===== config.mk =====
export PLATFORM = sky130hd
export DESIGN_NAME = bridge_driver
export DESIGN_NICKNAME = d
export VERILOG_FILES = /design/src/rtl/bridge_driver_pkg.sv /design/src/rtl/bridge_driver_leg.sv /design/src/rtl/bridge_driver.sv
export SDC_FILE = /design/constraint.sdc
export NUM_CORES = 1
export LEC_CHECK = 0
export ABC_CLOCK_PERIOD_IN_PS = 3500
export CELL_PAD_IN_SITES_DETAIL_PLACEMENT = 1
export CELL_PAD_IN_SITES_GLOBAL_PLACEMENT = 1
export CORE_UTILIZATION = 31
export CTS_CLUSTER_DIAMETER = 200
export DETAILED_ROUTE_END_ITERATION = 10
export PLACE_DENSITY_LB_ADDON = 0.1
export SLEW_MARGIN = 20
export SYNTH_ARGS = -nofsm -noshare
export SYNTH_HDL_FRONTEND = slang
export SYNTH_HIERARCHICAL = 1
export SYNTH_SLANG_ARGS = --single-unit

===== constraint.sdc =====
create_clock -name i_clock -period 3.5 [get_ports i_clock]
set_input_delay 0.525 -clock i_clock [delete_from_list [all_inputs] [get_ports i_clock]]
set_output_delay 0.525 -clock i_clock [all_outputs]
set_load 0.05 [all_outputs]

===== src/rtl/bridge_driver_pkg.sv =====
// Shared types and constants for the N-leg bridge gate driver.
package bridge_driver_pkg;

    typedef enum logic [2:0] {
        LEG_OFF   = 3'd0,
        LEG_DT_HI = 3'd1,
        LEG_HI    = 3'd2,
        LEG_DT_LO = 3'd3,
        LEG_LO    = 3'd4
    } leg_state_t;

    typedef enum logic [1:0] {
        ST_IDLE  = 2'd0,
        ST_RUN   = 2'd1,
        ST_FAULT = 2'd2
    } glob_state_t;

    // Shortest dead interval ever inserted, whatever the programmed value.
    localparam int unsigned DT_MIN = 1;

endpackage


===== src/rtl/bridge_driver_leg.sv =====
// One bridge leg: complementary gate FSM with dead-time insertion and minimum on-time
// rejection of short switching requests.
module bridge_leg
    import bridge_driver_pkg::*;
#(
    parameter int DT_W    = 10,
    parameter int MINON_W = 12
) (
    input  logic               i_clock,
    input  logic               i_RESET,
    input  logic               i_run,
    input  logic               i_sigma,
    input  logic [DT_W-1:0]    i_deadtime,
    input  logic [MINON_W-1:0] i_min_on,
    output logic               o_gate_hi,
    output logic               o_gate_lo
);

    leg_state_t         state;
    logic [DT_W-1:0]    dead_cnt;
    logic [MINON_W-1:0] on_cnt;
    logic [DT_W-1:0]    dead_eff;
    logic [DT_W-1:0]    dead_load;

    // A zero dead time still inserts one cycle with both gates off.
    assign dead_eff  = (i_deadtime < DT_W'(DT_MIN)) ? DT_W'(DT_MIN) : i_deadtime;
    assign dead_load = dead_eff - DT_W'(1);

    // NOTE: every state register uses <= so all flops update together from pre-edge values.
    always_ff @(posedge i_clock or negedge i_RESET) begin
        if (!i_RESET) begin
            state     <= LEG_OFF;
            dead_cnt  <= '0;
            on_cnt    <= '0;
            o_gate_hi <= 1'b0;
            o_gate_lo <= 1'b0;
        end else if (!i_run) begin
            state     <= LEG_OFF;
            dead_cnt  <= '0;
            on_cnt    <= '0;
            o_gate_hi <= 1'b0;
            o_gate_lo <= 1'b0;
        end else begin
            case (state)
                LEG_OFF: begin
                    dead_cnt <= dead_load;
                    state    <= i_sigma ? LEG_DT_HI : LEG_DT_LO;
                end
                LEG_DT_HI, LEG_DT_LO: begin
                    // Side is re-evaluated at expiry, not at interval entry.
                    if (dead_cnt == '0) begin
                        on_cnt <= '0;
                        if (i_sigma) begin
                            state     <= LEG_HI;
                            o_gate_hi <= 1'b1;
                        end else begin
                            state     <= LEG_LO;
                            o_gate_lo <= 1'b1;
                        end
                    end else begin
                        dead_cnt <= dead_cnt - DT_W'(1);
                    end
                end
                LEG_HI: begin
                    if (!i_sigma && (on_cnt >= i_min_on)) begin
                        state     <= LEG_DT_LO;
                        o_gate_hi <= 1'b0;
                        dead_cnt  <= dead_load;
                    end else if (on_cnt != {MINON_W{1'b1}}) begin
                        on_cnt <= on_cnt + MINON_W'(1);
                    end
                end
                LEG_LO: begin
                    if (i_sigma && (on_cnt >= i_min_on)) begin
                        state     <= LEG_DT_HI;
                        o_gate_lo <= 1'b0;
                        dead_cnt  <= dead_load;
                    end else if (on_cnt != {MINON_W{1'b1}}) begin
                        on_cnt <= on_cnt + MINON_W'(1);
                    end
                end
                default: begin
                    state     <= LEG_OFF;
                    o_gate_hi <= 1'b0;
                    o_gate_lo <= 1'b0;
                end
            endcase
        end
    end

endmodule


===== src/rtl/bridge_driver.sv =====
// N-leg bridge gate driver: global enable/fault FSM plus one bridge_leg per leg.
// Define BRIDGE_DRIVER_FAULT_SYNC_EN to pass i_fault through a 2-flop synchroniser.
module bridge_driver
    import bridge_driver_pkg::*;
#(
    parameter int N_LEGS  = 2,
    parameter int DT_W    = 10,
    parameter int MINON_W = 12,
    parameter int N_FAULT = 2
) (
    input  logic               i_clock,
    input  logic               i_RESET,
    input  logic               i_enable,
    input  logic [N_LEGS-1:0]  i_sigma,
    input  logic [DT_W-1:0]    i_deadtime,
    input  logic [MINON_W-1:0] i_min_on,
    input  logic [N_FAULT-1:0] i_fault,
    input  logic               i_fault_clear,
    output logic [N_LEGS-1:0]  o_gate_hi,
    output logic [N_LEGS-1:0]  o_gate_lo,
    output logic               o_fault,
    output logic [1:0]         o_state,
    output logic [N_FAULT-1:0] o_fault_src
);

    glob_state_t        state;
    logic               enable_q;
    logic               enable_rise;
    logic               fault_any;
    logic               run;
    logic [N_FAULT-1:0] fault_use;

`ifdef BRIDGE_DRIVER_FAULT_SYNC_EN
    // Fault arrives from the ADC DCO domain.
    logic [N_FAULT-1:0] fault_meta;
    logic [N_FAULT-1:0] fault_sync;

    always_ff @(posedge i_clock or negedge i_RESET) begin
        if (!i_RESET) begin
            fault_meta <= '0;
            fault_sync <= '0;
        end else begin
            fault_meta <= i_fault;
            fault_sync <= fault_meta;
        end
    end

    assign fault_use = fault_sync;
`else
    assign fault_use = i_fault;
`endif

    assign fault_any   = |fault_use;
    assign enable_rise = i_enable & ~enable_q;
    assign run         = (state == ST_RUN);
    assign o_state     = state;

    // NOTE: enable_q resets to 1 so an enable level held through reset is not seen as an edge.
    always_ff @(posedge i_clock or negedge i_RESET) begin
        if (!i_RESET) begin
            enable_q    <= 1'b1;
            state       <= ST_IDLE;
            o_fault     <= 1'b0;
            o_fault_src <= '0;
        end else begin
            enable_q <= i_enable;
            if (fault_any) begin
                state   <= ST_FAULT;
                o_fault <= 1'b1;
                if (state != ST_FAULT) begin
                    o_fault_src <= fault_use;
                end
            end else begin
                case (state)
                    ST_IDLE:  if (enable_rise) state <= ST_RUN;
                    ST_RUN:   if (!i_enable) state <= ST_IDLE;
                    ST_FAULT: begin
                        // Always back to IDLE; RUN needs a fresh enable edge.
                        if (i_fault_clear) begin
                            state   <= ST_IDLE;
                            o_fault <= 1'b0;
                        end
                    end
                    default:  state <= ST_IDLE;
                endcase
            end
        end
    end

    for (genvar g = 0; g < N_LEGS; g++) begin : g_leg
        bridge_leg #(
            .DT_W    (DT_W),
            .MINON_W (MINON_W)
        ) u_leg (
            .i_clock    (i_clock),
            .i_RESET    (i_RESET),
            .i_run      (run),
            .i_sigma    (i_sigma[g]),
            .i_deadtime (i_deadtime),
            .i_min_on   (i_min_on),
            .o_gate_hi  (o_gate_hi[g]),
            .o_gate_lo  (o_gate_lo[g])
        );
    end

    gate_overlap_a: assert property (@(posedge i_clock) disable iff (!i_RESET)
        (o_gate_hi & o_gate_lo) == '0);

endmodule


---- Yosys cells after proc, flatten, opt, wreduce, memory -nomap -nowiden ----
Cells that the tools add are included.
storage, ports and cells
  bits in registers ....................... 60
  input bits .............................. 30
  logic and storage cells ................. 162
operators by class
  reduce and logical (&&, ||, !) cells .... 33
  magnitude comparators ................... 3
  equality and inequality tests ........... 40
  mux-type cells .......................... 65
  bitwise logic cells ..................... 2
  add/subtract/negate cells ............... 5
operators with widths
  kind                   count
  $mux 12                10
  $mux 10                9
  $pmux 10 s4            2
  $pmux 12 s3            2
  $ne 3x3->1 const B     16
  $reduce_and 4->1       8
  $mux 3                 10
  $sub 10x1->10 const B  3
  $add 12x1->12 const B  2
  $ge 12x12->1           2
  $ne 12x12->1 const B   2
  $pmux 3 s4             2
  $logic_not 10->1       2
  $mux 1                 19
  $reduce_or 2->1        7
  $eq 3x2->1 const B     4
  $mux 2                 6
  $pmux 1 s3             4
  $lt 10x1->1 const B    1
  $ne 2x2->1 const B     5
  $ne 3x2->1 const B     3
  $reduce_and 3->1       3
  $eq 3x1->1 const B     2
  $eq 3x3->1 const B     2
  15 further kinds       22

---- Depth between registers and ports, before layout ----
  depth in word-level cells ............... 6
  mapped depth ............................ 11
  gate-level depth less buffers ........... 9

---- Cells and area by module ----
The synthesis kept the hierarchy.
by module, submodules not included
  module                       sequential area each (sq um)  cells each  instances  area an instance (sq um)
  bridge_leg (g_leg[1].u_leg)  675.6                         299         1          2,437.3
  bridge_leg (g_leg[0].u_leg)  675.6                         297         1          2,423.6
  bridge_driver                151.4                         20          1          231.5

---- Worst setup path after synthesis ----
OpenSTA, ideal clock, no wires.
  path kind ............................... reg2reg
  start point ............................. register g_leg[1].u_leg.state[0]
  end point ............................... register g_leg[1].u_leg.dead_cnt[8]
  stages on the path, launching flop included .. 10
  period minus slack after synthesis ...... 2.680 ns
  setup slack ............................. 0.820 ns
  buffers on the path ..................... 2
  arrival time ............................ 2.585 ns
  path through ............................ dfrtp_1 nor2b_1 clkbuf_8 clkbuf_1 mux2i_1 ha_1 o21ai_0 or4_1 o31a_1 o31ai_1
on the way
  longest elaborated chain between the ends .. 4
RTL lines
  element                                                       line                     source
  from (decl)                                                   bridge_driver_leg.sv:19  leg_state_t state;
  from (signal assigned)                                        bridge_driver_leg.sv:47  state <= i_sigma ? LEG_DT_HI : LEG_DT_LO;
  $eq 3x1->1 / $eq 3x2->1 (equally long branches)               bridge_driver_leg.sv:44  case (state)
  $reduce_or 2->1                                               bridge_driver_leg.sv:44
  $ne 5x1->1 (no line) (tied with other cells)                  -
  $reduce_and 4->1 (no line) / $mux 10 (equally long branches)  -
  to (signal assigned)                                          bridge_driver_leg.sv:46  dead_cnt <= dead_load;
  to (signal assigned)                                          bridge_driver_leg.sv:61  dead_cnt <= dead_cnt - DT_W'(1);
  to (signal assigned)                                          bridge_driver_leg.sv:68  dead_cnt <= dead_load;
  to (decl)                                                     bridge_driver_leg.sv:20  logic [DT_W-1:0] dead_cnt;
Several ways; a longest one is shown, not always the timed one.
A chain may end at the register's enable or synchronous reset.

---- Worst setup path in the final report ----
  start point ............................. input i_min_on[7]
  end point ............................... register g_leg[1].u_leg.dead_cnt[4]
on the way
  longest elaborated chain between the ends .. 4
RTL lines
  element                               line                                              source
  from (decl)                           bridge_driver.sv:16                               input logic [MINON_W-1:0] i_min_on,
  $ge 12x12->1 *                        bridge_driver_leg.sv:65, bridge_driver_leg.sv:74
  $logic_and 1x1->1 (on tied branches)  bridge_driver_leg.sv:74, bridge_driver_leg.sv:65
  $ne 3x2->1 (no line)                  -
  $reduce_and 4->1 (no line) *          -
  to (signal assigned)                  bridge_driver_leg.sv:61
  to (signal assigned)                  bridge_driver_leg.sv:68
  to (signal assigned)                  bridge_driver_leg.sv:77                           dead_cnt <= dead_load;
Every way passes the cells marked *; elsewhere a longest branch is shown, timed or not.

==> impl_metrics.ini <==
[outcome]
status = complete, no violations

[route]
first_iter_violations = 197
wire_per_inst_um = 18.7
drc = 0
via_count = 5012
viasPerCell = 5.63
dr.pass1.iters = 4
postRouteAntennaNets = 0
wl_um = 16700

[die]
rows = 46
boundaryPins = 39
coreArea_mm2 = 0.0159
die_h_um = 130
start_util_pct = 31.9
fp.dieW_um = 130
die_area_mm2 = 0.0169

[setup_path]
cp_slowest_cell = clkdlybuf4s50_1
worst_setup_path_end_kind = flip-flop
arrival_ns = 3.32
cp.required_ns = 3.74
crit_chain = clkdlybuf4s50_1 > inv_1 > ha_1 > nand2_1 > or3_1 > o221ai_1 > a21oi_1 > buf_4 > o21a_1 > buf_4 > o311a_1 > o31ai_1
r2r_slack_ns = 0.64
start_kind = primary input
max_stage_delay_ns = 0.51
cp_max_fo = 8
crit_type = in2reg
critPathMostFrequentCell = buf_4

[sta]
hold-worst-slack_ns = 0.216
rsz0062_at_grt = no
finalMaxSlewViolations = 0
worstMarginPinSlew_ns = 0.962
max_slew_margin_pct = 35.9
min_period_ns = 3.08
clock.fmax_mhz = 325
hold_viol = 0
setup_viol = 0
clock_skew_ns = 0.00727
post-route-period-util_pct = 87.9
setup_tns_ns = 0

[synthesis]
async_reset_ff_share_pct = 100
yosysSeqAreaShare_pct = 29.5
synth_area_mm2 = 0.00509
ys_seq_elements = 60
synth_cell_types = 86
synth_area_per_cell_um2 = 8.27
netlist_instances = 616
ys.warnings.count = 6
synth_ff_type = dfrtp_1
syn_nets = 674
synth-edff-count = 0

[layout]
mostFrequentLayoutCell = dfrtp_1
final_area_mm2 = 0.00608
postLayoutCoreUtil_pct = 38.1
syn_to_final_growth_pct = 19.4
antenna_cells = 0
fin_nets = 728
final_cell_mix = dfrtp_1, nand2_1, nor2_1
fillers = 1932
drive_gt1_share_pct = 13.1

[global_route]
busiest_layer = met2
grt_util_all_layers_pct = 21.0
grt_pass1_wl_um = 27600
use_met1_pct = 26.9
use_met3_pct = 2.46
overflow = 0
grt_util_met2_pct = 36.0
grt_max_degree = 36
antenna_found_initial = 0
grt_pass1_vias = 5288

[placement]
hpwl_um = 12200
gp_congestion = 0.832
io_buffers = 38
placed_cell_area_mm2 = 0.00581

[cts]
cts_buffers = 9
cts_setup_buffers = 0
h-tree-depth = 3
cts_root_buf = clkbuf_16
path_clk_slew_ns = 0.05
postCtsHoldBufs = 0
cts.path.max_buffers = 2
clkSinkCount = 60
worst_skew_pair.late_latency_ns = 0.34
cts_tree = built
cts_resized = 0

[power]
p_leak_nw = 2.67
vdd_drop_max_mv = 0.223
p_per_area_mw_per_mm2 = 287

[hold_path]
hp-class = in2async

[flow_run]
drv_cap = 0
## synth_stat cells, types with 4 or more instances
master      n  share of area (%)
nand2_1    56                4.1
o41ai_1     4               0.69
buf_6       4               0.88
a22o_1      6                1.0
o31ai_2     6                1.5
buf_4       4               0.59
nor4_1      8               0.98
mux2i_1    14                2.8
inv_1      42                3.1
o311a_2     4               0.88
o21ai_0    35                3.4
clkbuf_1   14                1.0
or3_1       9                1.1
and3_1      7               0.86
nand3_1    18                1.8
ha_1       28                6.9
o211ai_1   11                1.6
o2bb2ai_1   4               0.69
buf_2       6               0.59
a21o_1     13                1.9
and2_1      6               0.74
a21oi_1    37                3.6
nor2b_1     6               0.74
clkbuf_8    4                1.1
nand2b_1    9                1.1
nor3_1     27                2.7
a31oi_1     5               0.61
dfrtp_1    59                 29
o311a_1     4               0.79
nor2_1     54                4.0
nand4_1     8               0.98
a32o_1      4               0.79
o31ai_1    21                3.1
## logic make-up after synthesis
logic type                 after synthesis  share of synthesized area [%]
DFF                                     60                           29.5
adders and majority gates               28                           6.88
muxes                                   16                           3.19
and+or+nand+nor                        233                           23.4
buffers and inverters                   76                           7.42
xor gates and xnor gates                 1                          0.319
AOI/OAI and AO/OA                      202                           29.2
## where the power goes
part / internal, W / leakage, nW / switching, W
Combinational: 0.0000847 / 1.72 / 0.000111
Sequential: 0.000702 / 0.822 / 0.00000509
Clock: 0.000512 / 0.135 / 0.000332
Total: 0.00130 / 2.67 / 0.000448
## per-layer routing
| layer | vias up | routed length [um] |
|---|---|---|
| li1 | 2421 | - |
| met1 | 2506 | 7970 |
| met2 | 66 | 8030 |
| met3 | 19 | 365 |
| met4 | 0 | 298 |
| met5 | - | 0 |
## worst max-delay path: cells and delay by family
kind	cells	cell delay, ns
adders and majority gates	1	0.29
buffers and inverters	4	0.92
and+or+nand+nor	2	0.37
AOI/OAI and AO/OA	5	1.22
## state kept, by name (all words and copies together), names as in the netlist
signal and cells:
g_leg.u_leg/on_cnt 24, g_leg.u_leg/dead_cnt 20, g_leg.u_leg/state 6, g_leg.u_leg/o_gate_hi 2
g_leg.u_leg/o_gate_lo 2, o_fault_src 2, o_state 2, enable_q 1
o_fault 1
## per-stage QoR
| step | cells | power [W] | setup WS, ns |
|---|---|---|---|
| after floorplan | 616 | 0.000809 | 0.820 |
| after global placement | 875 | 0.000913 | 0.164 |
| after detailed placement | 875 | 0.000917 | 0.0752 |
| after CTS | 890 | 0.00178 | 0.430 |
| after global routing | 890 | 0.00182 | 0.272 |
| final | 890 | 0.00175 | 0.423 |
## layout make-up
class,count,area [um^2],share of cell area (%)
Clock buffer,13,260,4.28
Clock inverter,2,10.0,0.165
Inverter,43,161,2.65
Multi-Input combinational cell,480,3210,52.9
Sequential cell,60,1500,24.7
Tap cell,216,270,4.45
Timing Repair Buffer,76,661,10.9
## final timing paths
kind	start	to	depth (start not counted)
setup reg to reg	o_state[0]$_DFFE_PN0P_	g_leg[1].u_leg/on_cnt[0]$_DFFE_PN0P_	8
hold reg to reg	enable_q$_DFF_PN1_	o_state[0]$_DFFE_PN0P_	1
max in group asynchronous	i_RESET	g_leg[0].u_leg/on_cnt[2]$_DFFE_PN0P_	2
setup / recovery	i_min_on[7]	g_leg[1].u_leg/dead_cnt[4]$_DFFE_PN0P_	12
min in group i_clock	enable_q$_DFF_PN1_	o_state[0]$_DFFE_PN0P_	1
hold / removal	i_RESET	g_leg[1].u_leg/on_cnt[7]$_DFFE_PN0P_	1
(Power assumes the default switching activity.)
